[src/rtl/gate_sensor_decoder.sv]
// Gate sensor front end: synchronizes and debounces two light-beam sensors and
// decodes the beam-break order into single-cycle entry/exit/abort pulses.
module gate_sensor_decoder #(
    parameter int DEB_CYCLES = 4,
    parameter int TIMEOUT    = 200
) (
    input  logic clk,
    input  logic clr,
    input  logic sens_a,
    input  logic sens_b,
    output logic ent,
    output logic ext,
    output logic err,
    output logic busy
);

    typedef enum logic [2:0] {
        IDLE, IN_A, IN_AB, IN_B, OUT_B, OUT_BA, OUT_A, WAIT_CLR
    } state_t;

    logic [1:0] sens_raw;
    logic [1:0] deb_lvl;
    logic [1:0] lvl_ab;

    assign sens_raw = {sens_b, sens_a};

    generate
        for (genvar gi = 0; gi < 2; gi++) begin : g_sensor
            logic       meta_q;
            logic       sync_q;
            logic       deb_q;
            logic       deb_d;
            logic [7:0] cnt_q;
            logic [7:0] cnt_d;

            // The counter holds the number of mismatching samples seen so far,
            // so the level flips on the sample that brings it to DEB_CYCLES.
            always_comb begin
                deb_d = deb_q;
                cnt_d = 8'd0;
                if (sync_q != deb_q) begin
                    if (cnt_q == 8'(DEB_CYCLES - 1)) begin
                        deb_d = sync_q;
                    end else begin
                        cnt_d = cnt_q + 8'd1;
                    end
                end
            end

            always_ff @(posedge clk) begin
                if (!clr) begin
                    meta_q <= 1'b0;
                    sync_q <= 1'b0;
                    deb_q  <= 1'b0;
                    cnt_q  <= 8'd0;
                end else begin
                    meta_q <= sens_raw[gi];
                    sync_q <= meta_q;
                    deb_q  <= deb_d;
                    cnt_q  <= cnt_d;
                end
            end

            assign deb_lvl[gi] = deb_q;
        end
    endgenerate

    // Ordered {a, b} so case labels read like the beam pattern.
    assign lvl_ab = {deb_lvl[0], deb_lvl[1]};

    state_t     state_q, state_d;
    logic [7:0] dwell_q, dwell_d;
    logic       ent_q, ent_d;
    logic       ext_q, ext_d;
    logic       err_q, err_d;

    always_comb begin
        state_d = state_q;
        ent_d   = 1'b0;
        ext_d   = 1'b0;
        err_d   = 1'b0;
        case (state_q)
            IDLE: case (lvl_ab)
                2'b10:   state_d = IN_A;
                2'b01:   state_d = OUT_B;
                2'b11:   begin state_d = WAIT_CLR; err_d = 1'b1; end
                default: ;
            endcase
            IN_A: case (lvl_ab)
                2'b11:   state_d = IN_AB;
                2'b01:   state_d = IN_B;
                2'b00:   state_d = IDLE;
                default: ;
            endcase
            IN_AB: case (lvl_ab)
                2'b10:   state_d = IN_A;
                2'b01:   state_d = IN_B;
                2'b00:   begin state_d = WAIT_CLR; err_d = 1'b1; end
                default: ;
            endcase
            IN_B: case (lvl_ab)
                2'b00:   begin state_d = IDLE; ent_d = 1'b1; end
                2'b11:   state_d = IN_AB;
                2'b10:   begin state_d = WAIT_CLR; err_d = 1'b1; end
                default: ;
            endcase
            OUT_B: case (lvl_ab)
                2'b11:   state_d = OUT_BA;
                2'b10:   state_d = OUT_A;
                2'b00:   state_d = IDLE;
                default: ;
            endcase
            OUT_BA: case (lvl_ab)
                2'b01:   state_d = OUT_B;
                2'b10:   state_d = OUT_A;
                2'b00:   begin state_d = WAIT_CLR; err_d = 1'b1; end
                default: ;
            endcase
            OUT_A: case (lvl_ab)
                2'b00:   begin state_d = IDLE; ext_d = 1'b1; end
                2'b11:   state_d = OUT_BA;
                2'b01:   begin state_d = WAIT_CLR; err_d = 1'b1; end
                default: ;
            endcase
            WAIT_CLR: if (lvl_ab == 2'b00) state_d = IDLE;
            default:  state_d = IDLE;
        endcase

        // A stalled passage overrides whatever the sensors asked for this cycle.
        if (state_q != IDLE && state_q != WAIT_CLR && dwell_q == 8'(TIMEOUT - 1)) begin
            state_d = WAIT_CLR;
            ent_d   = 1'b0;
            ext_d   = 1'b0;
            err_d   = 1'b1;
        end

        if (state_d != state_q || state_d == IDLE || state_d == WAIT_CLR) begin
            dwell_d = 8'd0;
        end else begin
            dwell_d = dwell_q + 8'd1;
        end
    end

    always_ff @(posedge clk) begin
        if (!clr) begin
            state_q <= IDLE;
            dwell_q <= 8'd0;
            ent_q   <= 1'b0;
            ext_q   <= 1'b0;
            err_q   <= 1'b0;
        end else begin
            state_q <= state_d;
            dwell_q <= dwell_d;
            ent_q   <= ent_d;
            ext_q   <= ext_d;
            err_q   <= err_d;
        end
    end

    assign ent  = ent_q;
    assign ext  = ext_q;
    assign err  = err_q;
    assign busy = (state_q != IDLE);

endmodule

[config.mk]
export PLATFORM = sky130hd
export DESIGN_NAME = gate_sensor_decoder
export DESIGN_NICKNAME = d
export VERILOG_FILES = /design/src/rtl/gate_sensor_decoder.sv
export SDC_FILE = /design/constraint.sdc
export NUM_CORES = 1
export LEC_CHECK = 0
export ABC_AREA = 1
export ABC_CLOCK_PERIOD_IN_PS = 2150
export CAP_MARGIN = 20
export CORE_ASPECT_RATIO = 2
export CORE_MARGIN = 2
export CORE_UTILIZATION = 35
export CTS_CLUSTER_SIZE = 20
export DETAILED_ROUTE_END_ITERATION = 10
export MAX_ROUTING_LAYER = met4
export PLACE_DENSITY_LB_ADDON = 0.3
export SLEW_MARGIN = 20
export SYNTH_ARGS = -nofsm -noshare
export SYNTH_HDL_FRONTEND = slang
export SYNTH_SLANG_ARGS = --single-unit
export TNS_END_PERCENT = 100
[constraint.sdc]
create_clock -name clk -period 2.15 [get_ports clk]
set_input_delay 0.645 -clock clk [delete_from_list [all_inputs] [get_ports clk]]
set_output_delay 0.645 -clock clk [all_outputs]
set_load 0.02 [all_outputs]
==> impl_metrics.csv <==
group,metric,value,unit
run_status,status,"finished, final reports clean",
pwr,p_leak,0.849,nW
critical_path,path_max_fanout,6,
synth,yosys.area.top_type,"dfxtp_1",
synth,synth_common_cells,"49 x nand2_1, 36 x dfxtp_1, 31 x inv_1",
global_route,grt_pass1_wl,6620,um
timing,fin_crit,1.93,ns
timing,final.setup.tns,0,ns
pwr,irDropWorstVdd,0.000384,V
timing,hold_viol,0,
clock_tree,clk_latency,0.28,ns
clock_tree,cts_buffers,5,
timing,holdWs,0.413,ns
drt,vias,1568,
cells_and_area,num-fill-cells,531,
timing,drv_slew,0,
drt,ant_nets,0,
critical_path,cp-startpoint,"state_q[0]$_SDFF_PN0_",
critical_path,cp-end-kind,"primary output",
clock_tree,cts_setup_buffers,0,
drt,drc,0,
placed_design,gp_congestion,0.900,
min_path,min_from,"g_sensor[0].meta_q$_SDFF_PN0_",
critical_path,cp_num_buf_inv,1,
synth,yosys.area_share.xor_xnor,3.95,%
die,initial_core_util,36.5,%
die,die_y,105,um
placed_design,post-dp-hpwl,2870,um
critical_path,critPathArrivalTime,1.28,ns
synth,ys_seq_elements,36,
placed_design,port_buffers,7,
critical_path,required,1.50,ns
timing,rsz0062_at_grt,"false",
synth,synthDistinctLibCells,26,
global_route,grt_max_degree,11,
critical_path,slowest_stage,"dlygate4sd2_1",
die,io_pins,8,
timing,fin_crit_sh,89.6,%
synth,postSynth.asyncResetShare,0,%
synth,yosys.area_share.simple,38.0,%
cells_and_area,fin_nets,270,
synth,synth_compound_area_share,6.98,%
clock_tree,cts-hold-fix-buffers,0,
pwr,power.density,674,nW/um2
synth,synth.area.top_cells,"dfxtp_1 41%, nand2_1 10%, inv_1 6.6%",
drt,dr.pass1.iters,4,
cells_and_area,drive_gt1_share,15.2,%
clock_tree,clkTransAtPathRegs,0.07,ns
synth,synth_cells,248,
die,dieArea,5690,um2
global_route,grt.total_usage,15.9,%
clock_tree,cts_tree,"done",
synth,synth_most_common_cell,"nand2_1",
cells_and_area,layout.cells.non_filler,320,
critical_path,startpoint_type,"register",
synth,synth-edff-count,0,
die,core.rowCount,36,
die,die_w,54.3,um
synth,synth_top_area_share,40.6,%
placed_design,dp_cells,313,
synth,synth.net_count,255,
critical_path,r2r_slack,0.37,ns
drt,wl_per_cell,11.5,um
critical_path,path_cells,"nor2_2 -> nand2_4 -> dlygate4sd2_1",
synth,synth_top_family_by_area,"simple AND/OR/NAND/NOR gates",
timing,fin_skew,0.00722,ns
clock_tree,ctsRootBufferMaster,"clkbuf_8",
clock_tree,cts_num_sinks,36,
timing,tightest_slew,0.339,ns
synth,synthFlopType,"dfxtp_1",
global_route,gr-total-overflow,0,
die,core,4860,um2
min_path,hold_path.class,"register to register",
critical_path,cp_top_family,"simple AND/OR/NAND/NOR gates",
synth,yosysWarnings,0,
critical_path,cp_slowest_stage_delay,0.33,ns
clock_tree,cts-htree-levels,2,
global_route,first_global_vias,1613,
critical_path,rr_startpoint,"g_sensor[1].deb_q$_SDFFE_PN0P_",
flow_run,cap_violations,0,
synth,synth_fa_ha_area_share,2.12,%
global_route,antenna_found_initial,0,
cells_and_area,area_growth,14.2,%
synth,syn_area,1770,um2
cells_and_area,fin_area,2030,um2
clock_tree,cts.path.max_buffers,2,
placed_design,post_dp_cell_area,1930,um2
cells_and_area,n_antenna_cell,0,
drt,via_per_inst,4.90,
critical_path,crit_type,"register to primary output",
synth,avgSynthCellArea,7.15,um2
drt,routed_wl,3690,um
timing,fmax,0.519,GHz
synth,synth_mux_area_share,0,%
synth,synth-seq-area-share,40.6,%
timing,setup_viol,0,
drt,drt_iter0_markers,26,
timing,max_slew_margin,77.3,%
power breakdown:
part	internal (mW)	switching, mW	total [mW]	leakage, nW
clock network	0.285	0.226	0.511	0.0503
registers	0.680	0.0102	0.691	0.292
logic	0.0538	0.109	0.163	0.507
layout make-up:
cell class	instances	area [um2]	share of cell area, %
Inverter	37	139	6.86
Sequential cell	36	722	35.6
Multi-Input combinational cell	173	906	44.7
Clock buffer	7	96.3	4.76
Tap cell	57	71.3	3.52
Timing Repair Buffer	10	91.3	4.51
timing repair:
action                                 CTS  global route
setup endpoints to repair                1             0
resized for setup                        2             0
endpoints found under the hold margin    0             0
worst register-to-register path, delay by kind of cell (launching register included):
| family | cells | cell delay (ns) |
|---|---|---|
| AND/OR/NAND/NOR | 9 | 1.13 |
| AO/OA/AOI/OAI | 1 | 0.14 |
| flip-flops | 1 | 0.40 |
flip-flops by register name (all words and copies together) (netlist names):
register,count
dwell_q,8
ent,1
err,1
ext,1
g_sensor.cnt_q,16
g_sensor.deb_q,2
g_sensor.meta_q,2
g_sensor.sync_q,2
state_q,3
logic make-up after synthesis:
| logic type | Yosys count |
|---|---|
| adder cells (fa/ha/maj) | 3 |
| flip-flops | 36 |
| buffers and inverters | 39 |
| XOR/XNOR | 8 |
| AO/OA/AOI/OAI | 23 |
| AND/OR/NAND/NOR | 139 |
metrics by stage:
stage / worst slack [ns] / power, mW / utilization [%]
6_report: 0.224 / 1.36 / 41.6
5_1_grt: 0.165 / 1.42 / 41.6
4_1_cts: 0.218 / 1.39 / 41.6
3_5_place_dp: 0.127 / 0.870 / 39.7
3_3_place_gp: 0.165 / 0.870 / 39.7
2_1_floorplan: 0.640 / 0.821 / -
placed cells by master (no fill, tap or decap), types with 4 or more instances in the layout:
cell,synthesis,routed
o21ai_0,4,4
inv_1,31,31
a21oi_1,13,13
clkbuf_8,0,7
nand3_1,21,21
nor2_2,14,14
nor2_1,27,27
nand2_1,49,49
inv_2,5,5
dfxtp_1,36,35
xor2_1,6,6
nor3_1,9,9
clkdlybuf4s50_1,0,6
nor3b_1,4,4
path summary, 6_finish.rpt:
kind | depth (start not counted) | endpoint
setup / recovery | 3 | busy
hold / removal | 2 | g_sensor[0].sync_q$_SDFF_PN0_
setup reg to reg | 10 | dwell_q[0]$_SDFF_PP0_
hold reg to reg | 2 | g_sensor[0].sync_q$_SDFF_PN0_
routing by layer:
metal	global-route usage, %	share of wire (%)	vias to the layer above
met5	-	0	-
met3	2.71	2.8	17
met1	15.2	36	707
met4	10.9	5.2	0
met2	27.0	55	31
li1	-	-	813
No activity file was read; power rests on OpenSTA's default activity.
==> RTL change (same settings) <==
The parameter `TIMEOUT` goes from 200 to 128.
--- a/src/rtl/gate_sensor_decoder.sv
+++ b/src/rtl/gate_sensor_decoder.sv
@@ -3,5 +3,5 @@
 module gate_sensor_decoder #(
     parameter int DEB_CYCLES = 4,
-    parameter int TIMEOUT    = 200
+    parameter int TIMEOUT    = 128
 ) (
     input  logic clk,
Function: same outputs for any inputs over 10 cycles, from zero or initial values; that may be too few to reach the edited logic, so the function may still have changed.
==> RTL change against the original RTL <==
Worst setup slack worse by 0.052 ns. Cell area up 0.86%. Count of clock-buffer cells in the layout decreased by 2. Total power up 1.5%. Combinational power increased by 33%. Sequential cell count stayed put. Routed wire length down 4.5%. Fmax shrank 2.6%. Area after synthesis increased by 2.5%. First-iteration DRC count is 3.8% higher. Highest routed layer unchanged.
==> RTL change: results (changes against the original RTL) <==
status completed; Synth Area in Compound Gates 8.74% (+1.8 points); fin util 40.1% (-1.5 points); post-route insts no fill 321 (+0.31%); largest net degree at the start of global routing 13 (+2); met2 routed WL 1970 um (-3.9%); Worst Tran Pin Value 0.392 ns (+0.0523 ns); hpwl dp 2720 um (-5.2%); Multi-Input Combinational 170 (-1.7%); fillcell total 550 (+3.6%); share of cells above drive strength 1 18.6% (+3.4 points); sequential cells 36 (unchanged); sequential element share of the synthesized area 39.6% (-0.98 points); GR Util met3 3.09% (+0.38 points); inverter count 36 (-2.7%); Setup WS pre-CTS 0.250 ns (+0.123 ns); Leak 0.000868 uW (+2.2%); worst reg2reg path depth 11 (+1); multi-input combinational area share 44.6% (-0.14 points); Tmin final 1.98 ns (+0.0524 ns); CP arrival 1.33 ns (+0.05 ns); Hold Path Sink g_sensor[1].sync_q$_SDFF_PN0_; VDD IR-drop max 0.000546 V (+42%); Synth top cells by count 45 x nand2_1, 36 x dfxtp_1, 33 x inv_1; drt initial violations 27 (+3.8%); beginning of the critical path state_q[1]$_SDFF_PN0_; sequential cell area share 35.3% (-0.37 points); Clock buf/inv share 4.29% (-0.47 points); layout clock buffer count 5 (-2); buffers outside the clock class 13 (+3); top cells by area, synth dfxtp_1 40%, nand2_1 9.3%, inv_1 6.8%; Final GP Congestion 0.897 (-0.32%); Synth Area in XOR/XNOR 3.37% (-0.58 points); Post-Syn Instances 247 (-0.40%); Distinct cells, synth 32 (+23%); WL met3 78 um (-26%); final hold slack 0.414 ns (+0.000560 ns); flop2flop setup slack 0.34 ns (-0.03 ns); drt total wl 3530 um (-4.5%); Worst Hold Launch g_sensor[1].meta_q$_SDFF_PN0_; WL met1 1350 um (+0.37%); Placed Area 1960 sq um (+1.4%); skew final 0.00641 ns (-0.000810 ns); Worst-path clk slew 0.07 ns (about the same); RR Endpoint dwell_q[4]$_SDFF_PP0_
-- RTL change: cell types whose count changed after synthesis, moves of 2 or more --
cell	before	now
buf_4	0	2
nor3_1	9	5
a21oi_2	0	2
nand2_2	3	7
inv_1	31	33
o21ai_2	1	3
a21oi_1	13	10
or2_2	0	2
buf_6	0	3
nand2_1	49	45
inv_2	5	2
-- RTL change: worst max-delay path, cell delays in order, from the launching register on --
cell and delay [ns]:
dfxtp_1 0.37, nor2_2 0.21, nand2_2 0.12, dlygate4sd2_1 0.34
-- RTL change: power breakdown --
| group | leakage [uW] | internal [uW] | total [uW] | switching [uW] |
|---|---|---|---|---|
| Sequential | 0.000291 | 683 | 695 | 12.8 |
| Combinational | 0.000529 | 72.7 | 216 | 144 |
| Clock | 0.0000479 | 226 | 473 | 248 |
-- RTL change: timing repair --
item | CTS | global route
hold buffers | 0 | 0
setup endpoints to repair | 1 | 0
gates resized for setup | 1 | 0
